### src/rtl/mmio_timer_irq_pkg.sv
// -----------------------------------------------------------------------------
// mmio_timer_irq_pkg
//   Shared memory-bus definitions for the MMIO peripherals: bus command codes,
//   peripheral base word addresses, timer register offsets and bit positions.
//   Imported by the timer top and its prescaler.
// -----------------------------------------------------------------------------
package mmio_timer_irq_pkg;

   // Memory-bus command codes driven by the CPU; every other value is idle.
   localparam logic [1:0] MIDLE  = 2'b00;
   localparam logic [1:0] MWRITE = 2'b01;
   localparam logic [1:0] MREAD  = 2'b10;

   // Peripheral base word addresses. Each responder owns a 4-word window.
   localparam logic [8:0] LED_BASE   = 9'h100;
   localparam logic [8:0] SW_BASE    = 9'h140;
   localparam logic [8:0] TIMER_BASE = 9'h180;

   // Timer register offsets within the window (mem_addr[1:0]).
   typedef enum logic [1:0] {
      REG_CTRL   = 2'd0,
      REG_RELOAD = 2'd1,
      REG_COUNT  = 2'd2,
      REG_STATUS = 2'd3
   } reg_off_e;

   // CTRL and STATUS bit positions.
   localparam int CTRL_EN_BIT    = 0;
   localparam int CTRL_AUTO_BIT  = 1;
   localparam int CTRL_IE_BIT    = 2;
   localparam int STATUS_EXP_BIT = 0;
   localparam int STATUS_OVR_BIT = 1;

   // CTRL register image, MSB first so it lines up with write_data[2:0].
   typedef struct packed {
      logic ie;       // interrupt enable
      logic auto_rl;  // reload COUNT from RELOAD on expiry
      logic en;       // timer running
   } ctrl_t;

   // A 4-word window is selected by the upper seven address bits only.
   function automatic logic in_window(input logic [6:0] addr_hi,
                                      input logic [6:0] base_hi);
      return addr_hi == base_hi;
   endfunction

endpackage : mmio_timer_irq_pkg

### src/rtl/mmio_timer_irq_prescaler.sv
// -----------------------------------------------------------------------------
// mmio_timer_irq_prescaler
//   Divides clk down to the timer tick. The phase counter pc runs only while
//   en is high and restarts from zero whenever clr pulses (CTRL write), so the
//   first tick after enabling always lands PRESCALE cycles later.
//   PRESCALE must lie in 1..65535; with PRESCALE=1 every enabled cycle ticks.
// -----------------------------------------------------------------------------
module mmio_timer_irq_prescaler #(
   parameter logic [15:0] PRESCALE = 16'd50000
) (
   input  logic clk,
   input  logic reset,
   input  logic en,
   input  logic clr,
   output logic tick
);

   localparam logic [15:0] LAST = PRESCALE - 16'd1;

   logic [15:0] pc;

   // tick is decoded from the flop, so it is valid for the whole cycle and a
   // clr in the same cycle does not suppress it, only restarts the phase.
   assign tick = en & (pc == LAST);

   // Phase counter: held at zero while disabled or being cleared, wraps on tick.
   // NOTE: state flops use non-blocking assignments so every always_ff samples
   // the pre-edge values of the others, independent of evaluation order.
   always_ff @(posedge clk) begin
      if (reset || !en || clr)
         pc <= 16'd0;
      else if (pc == LAST)
         pc <= 16'd0;
      else
         pc <= pc + 16'd1;
   end

endmodule : mmio_timer_irq_prescaler

### src/rtl/mmio_timer_irq.sv
// -----------------------------------------------------------------------------
// mmio_timer_irq
//   Memory-mapped countdown timer responding in a 4-word window on the CPU
//   memory bus. Registers:
//     0 CTRL   RW    [0] EN, [1] AUTO, [2] IE
//     1 RELOAD RW    value loaded into COUNT on an auto-reload expiry
//     2 COUNT  RW    live count; a write loads the counter directly
//     3 STATUS W1C   [0] EXP sticky expiry, [1] OVR (optional)
//   Reads are combinational: rd_en/rd_data are valid in the same cycle as the
//   MREAD command, so the surrounding top can drive its tri-state buffer.
//   irq = EXP & IE is a level request that stays up until EXP is cleared or
//   IE is dropped.
//
//   Build option: define MMIO_TIMER_OVERRUN_EN to add the sticky STATUS[1] OVR
//   flag, set on an expiry while EXP is still pending. Without it STATUS[1]
//   reads 0 and no flop is built.
// -----------------------------------------------------------------------------
module mmio_timer_irq
   import mmio_timer_irq_pkg::*;
#(
   parameter logic [8:0]  BASE_ADDR = TIMER_BASE,
   parameter logic [15:0] PRESCALE  = 16'd50000
) (
   input  logic        clk,
   input  logic        reset,
   input  logic [1:0]  mem_cmd,
   input  logic [8:0]  mem_addr,
   input  logic [15:0] write_data,
   output logic [15:0] rd_data,
   output logic        rd_en,
   output logic        irq
);

   // ---------------------------------------------------------------- decode
   logic     sel;
   logic     wr_cmd;
   reg_off_e off;
   logic     wr_ctrl;
   logic     wr_reload;
   logic     wr_count;
   logic     wr_status;

   assign sel    = in_window(mem_addr[8:2], BASE_ADDR[8:2]);
   assign off    = reg_off_e'(mem_addr[1:0]);
   assign wr_cmd = sel & (mem_cmd == MWRITE);

   // Reset also blanks the read path so nothing is driven onto the shared bus
   // while the block is being reset.
   assign rd_en  = sel & (mem_cmd == MREAD) & ~reset;

   assign wr_ctrl   = wr_cmd & (off == REG_CTRL);
   assign wr_reload = wr_cmd & (off == REG_RELOAD);
   assign wr_count  = wr_cmd & (off == REG_COUNT);
   assign wr_status = wr_cmd & (off == REG_STATUS);

   // ------------------------------------------------------------- registers
   ctrl_t       ctrl;
   logic [15:0] reload;
   logic [15:0] count;
   logic        exp_flag;
   logic        ovr_rd;
   logic        tick;
   logic        expiry;

   // Tick source; a CTRL write restarts the tick phase.
   mmio_timer_irq_prescaler #(
      .PRESCALE (PRESCALE)
   ) u_prescaler (
      .clk   (clk),
      .reset (reset),
      .en    (ctrl.en),
      .clr   (wr_ctrl),
      .tick  (tick)
   );

   // An expiry is a tick that finds the counter already at zero.
   assign expiry = tick & (count == 16'd0);

   // CTRL: CPU write wins over the one-shot auto-disable on the same edge.
   always_ff @(posedge clk) begin
      if (reset)
         ctrl <= '0;
      else if (wr_ctrl)
         ctrl <= ctrl_t'(write_data[2:0]);
      else if (expiry && !ctrl.auto_rl)
         ctrl.en <= 1'b0;
   end

   // RELOAD: only ever changed by the CPU; sampled at the next expiry.
   always_ff @(posedge clk) begin
      if (reset)
         reload <= 16'd0;
      else if (wr_reload)
         reload <= write_data;
   end

   // COUNT: CPU write beats the tick; otherwise decrement, reload or hold at 0.
   always_ff @(posedge clk) begin
      if (reset)
         count <= 16'd0;
      else if (wr_count)
         count <= write_data;
      else if (tick) begin
         if (count != 16'd0)
            count <= count - 16'd1;
         else if (ctrl.auto_rl)
            count <= reload;
      end
   end

   // EXP: sticky expiry flag; a set on the same edge as a W1C wins.
   always_ff @(posedge clk) begin
      if (reset)
         exp_flag <= 1'b0;
      else
         exp_flag <= expiry | (exp_flag & ~(wr_status & write_data[STATUS_EXP_BIT]));
   end

`ifdef MMIO_TIMER_OVERRUN_EN
   logic ovr_flag;

   // OVR: sticky overrun when an expiry arrives with EXP still pending.
   always_ff @(posedge clk) begin
      if (reset)
         ovr_flag <= 1'b0;
      else
         ovr_flag <= (expiry & exp_flag)
                   | (ovr_flag & ~(wr_status & write_data[STATUS_OVR_BIT]));
   end

   assign ovr_rd = ovr_flag;
`else
   assign ovr_rd = 1'b0;
`endif

   // Level interrupt straight from the flops, no extra register stage.
   assign irq = exp_flag & ctrl.ie;

   // Read mux: selected register while this block owns the bus, else zero.
   // NOTE: every output of an always_comb gets a default first, so no path
   // leaves it unassigned and no latch is inferred.
   always_comb begin
      rd_data = 16'h0000;
      if (rd_en) begin
         case (off)
            REG_CTRL:   rd_data = {13'd0, ctrl};
            REG_RELOAD: rd_data = reload;
            REG_COUNT:  rd_data = count;
            REG_STATUS: rd_data = {14'd0, ovr_rd, exp_flag};
            default:    rd_data = 16'h0000;
         endcase
      end
   end

endmodule : mmio_timer_irq

### config.mk
export PLATFORM = sky130hd
export DESIGN_NAME = mmio_timer_irq
export DESIGN_NICKNAME = d
export VERILOG_FILES = /design/src/rtl/mmio_timer_irq_pkg.sv /design/src/rtl/mmio_timer_irq_prescaler.sv /design/src/rtl/mmio_timer_irq.sv
export SDC_FILE = /design/constraint.sdc
export NUM_CORES = 1
export LEC_CHECK = 0
export BUFFER_PORTS_ARGS = -buffer_cell sky130_fd_sc_hd__buf_2
export CAP_MARGIN = 25
export CORE_MARGIN = 2
export CORE_UTILIZATION = 25
export CTS_CLUSTER_SIZE = 25
export DETAILED_ROUTE_END_ITERATION = 10
export PLACE_DENSITY = 0.39
export SLEW_MARGIN = 20
export SYNTH_ARGS = -nofsm -noshare
export SYNTH_HDL_FRONTEND = slang
export SYNTH_HIERARCHICAL = 1
export SYNTH_SLANG_ARGS = --single-unit
### constraint.sdc
create_clock -name clk -period 3 [get_ports clk]
set_clock_uncertainty 0.05 [all_clocks]
set_input_delay 0.6 -clock clk [delete_from_list [all_inputs] [get_ports clk]]
set_output_delay 0.6 -clock clk [all_outputs]
set_load 0.03 [all_outputs]
==> metrics.txt <==
CP Max Fanout 6; fraction of registers with async set or reset after synthesis 0%; TritonCTS Buffers 5; critical-path cell list or4_1 > nor4_1 > and2_1 > and2_1 > buf_4 > a21oi_1 > a211oi_1 > a21o_1; Post-synth EDFFs 0; starting density of the core between 20 and 30%; row cnt 40; vias 2813; Cell Area, Placed 0.00351 mm^2; DR DRC count 0; Die Height 116 um; first-pass GRT wire length 15.0 mm; CP max stage cell or4_1; slew margin rel. 65.1%; Final Cell Area ~0.0037 mm^2; register area around 0.0010 mm^2; PwrDens 386 mW/mm^2; final setup fails 0; delay of the slowest critical-path stage 0.53 ns; I/O pin cnt 47; Post-Syn Nets 416; post-DP HPWL 6.39 mm; Antenna Cells 0; Routed WL 9.09 mm; worst path required time 3.19 ns; GPL Wtd Cong 0.787; post-synth top area cell dfxtp_1; share of cells above drive strength 1 19.0%; P_leak about 1.4 nW; Post-synth top cells nor2_1, dfxtp_1, mux2i_1; Setup CP Type reg -> reg; Fin Setup TNS 0 ns; Die ar. 0.0134 mm^2; Syn. warnings 6; CTS tree built; final net count 458; most frequent cell after synthesis nor2_1; Reg clk slew, reported paths 0.07 ns; max-slew violations 0; CP most frequent cell and2_1; Seq/Total Area, Yosys 33.5%; drt wl/cell 15.3 um; root buffer cell clkbuf_16; Syn-to-layout area delta 18.1%; Synth Register Bits 52; grt ovf 0; Cell variety after synth 54; Synth Area per Inst 8.10 um^2; core area 0.0121 mm^2; post_cts resized 0; number of routed nets with antenna violations 0; met2 Usage GRT between 20 and 25%; Tmin final between 2 and 2.5 ns; Clk Latency, worst-skew pair about 0.3 ns; met3 GRT Util under 10%; Worst-Margin Slew 0.522 ns; fmax 404 MHz; RSZ-0062 raised after global routing no; WP data arrival 2.67 ns; First-pass DRT Iterations 4; worst hold path class reg -> reg; Filler cells 1323; Die Width 116 um; DRT iter0 DRCs 136; worst path bufs/invs 1; cell family with most CP delay simple AND/OR/NAND/NOR gates; Yosys top cell area share 33.5%; Post-CTS Setup Bufs 0; vias in the first global route 2848; CTS H-tree depth 2; Hold Buf Count CTS 0; deepest clock path buffer count 2; CP Launch Type flip-flop; VDD IR-drop max 177 uV; max_cap viols 0; Clock Sink Count 52; Netlist Area Pre-Place 0.00311 mm^2; Tcrit/Tclk final 82.5%; Post-Synthesis Cells 384; Port Buffers 46; global-route met1 utilization roughly a fifth; crit end category flip-flop; GRT Overall Usage 14.2%; run status finished clean; busiest layer in global routing met2; initial antenna violation count 0; Main synth FF type dfxtp_1; DR vias/cell between 4 and 5; final hold vios 0; Multi-input gate area ~0.0019 mm^2; largest net degree at the start of global routing 37; top cells by area, synth dfxtp_1, nor2_1, mux2i_1
-- report_power, final --
part	switching, mW	internal, mW	total (mW)
clock	0.275	0.393	0.668
sequential	0.000337	0.690	0.690
combinational	0.0362	0.0227	0.0589
total	0.312	1.11	1.42
-- flip-flops by register name (all words and copies together), names as in the netlist --
name / flops
exp_flag: 1
reload: 16
count: 16
u_prescaler/pc: 16
ctrl: 3
-- worst register-to-register path, delay by kind of cell, from the launching register on --
family	cells	cell delay, ns
buf+inv	1	0.19
simple gates	4	1.39
flops	1	0.36
compound gates	3	0.44
-- area by class of cell --
class / instances / share of cell area, %
Multi-Input combinational cell: 295 / 51.1
Sequential cell: 52 / 28.3
Timing Repair Buffer: 59 / 8.92
Tap cell: 168 / 5.72
Clock buffer: 5 / 3.40
Inverter: 13 / 1.33
Clock inverter: 3 / 1.16
-- per-stage QoR --
step	hold slack, ns	setup WS [ns]	instances	total power, mW	util, %
after floorplan	0.380	0.401	384	0.730	-
after global placement	0.395	0.350	587	0.767	29.1
after detailed placement	0.412	0.367	587	0.766	29.1
after CTS	0.430	0.503	595	1.44	30.5
after global routing	0.455	0.298	595	1.46	30.5
final	0.424	0.526	595	1.42	30.5
-- routing by layer --
| metal | vias up | part of all wire [%] |
|---|---|---|
| li1 | 1453 | - |
| met1 | 1315 | 49 |
| met2 | 40 | 48 |
| met3 | 5 | 3.0 |
| met4 | 0 | 0.56 |
| met5 | - | 0 |
-- cells in the final DEF (no fill, tap or decap), types with 4 or more instances in the layout --
cell type,n
a211oi_1,12
a21oi_1,11
a22oi_1,13
buf_2,46
buf_4,13
clkbuf_16,5
dfxtp_1,52
inv_1,13
mux2i_1,21
nand2_1,15
nand2b_1,5
nand3_1,10
nand4_1,11
nor2_1,82
nor2b_1,6
nor3_1,20
nor4_1,7
o21ai_0,8
o21ai_1,4
xnor2_1,15
xor2_1,4
-- cells by family after synthesis --
group | count (synthesis) | share of synthesized area, %
mux | 22 | 7.48
flops | 52 | 33.5
buf+inv | 37 | 6.11
fa+ha+maj | 3 | 1.21
compound gates | 69 | 15.8
simple gates | 182 | 30.6
xor+xnor | 19 | 5.35
-- final timing paths --
path	slack, ns	to	depth (start not counted)	from
setup / recovery	0.53	count[10]$_SDFFE_PP0P_	8	u_prescaler/pc[11]$_SDFF_PP0_
hold reg to reg	0.42	u_prescaler/pc[0]$_SDFF_PP0_	1	u_prescaler/pc[0]$_SDFF_PP0_
setup reg to reg	0.53	count[10]$_SDFFE_PP0P_	8	u_prescaler/pc[11]$_SDFF_PP0_
hold / removal	0.42	u_prescaler/pc[0]$_SDFF_PP0_	1	u_prescaler/pc[0]$_SDFF_PP0_
No activity file was read; power rests on OpenSTA's default activity.
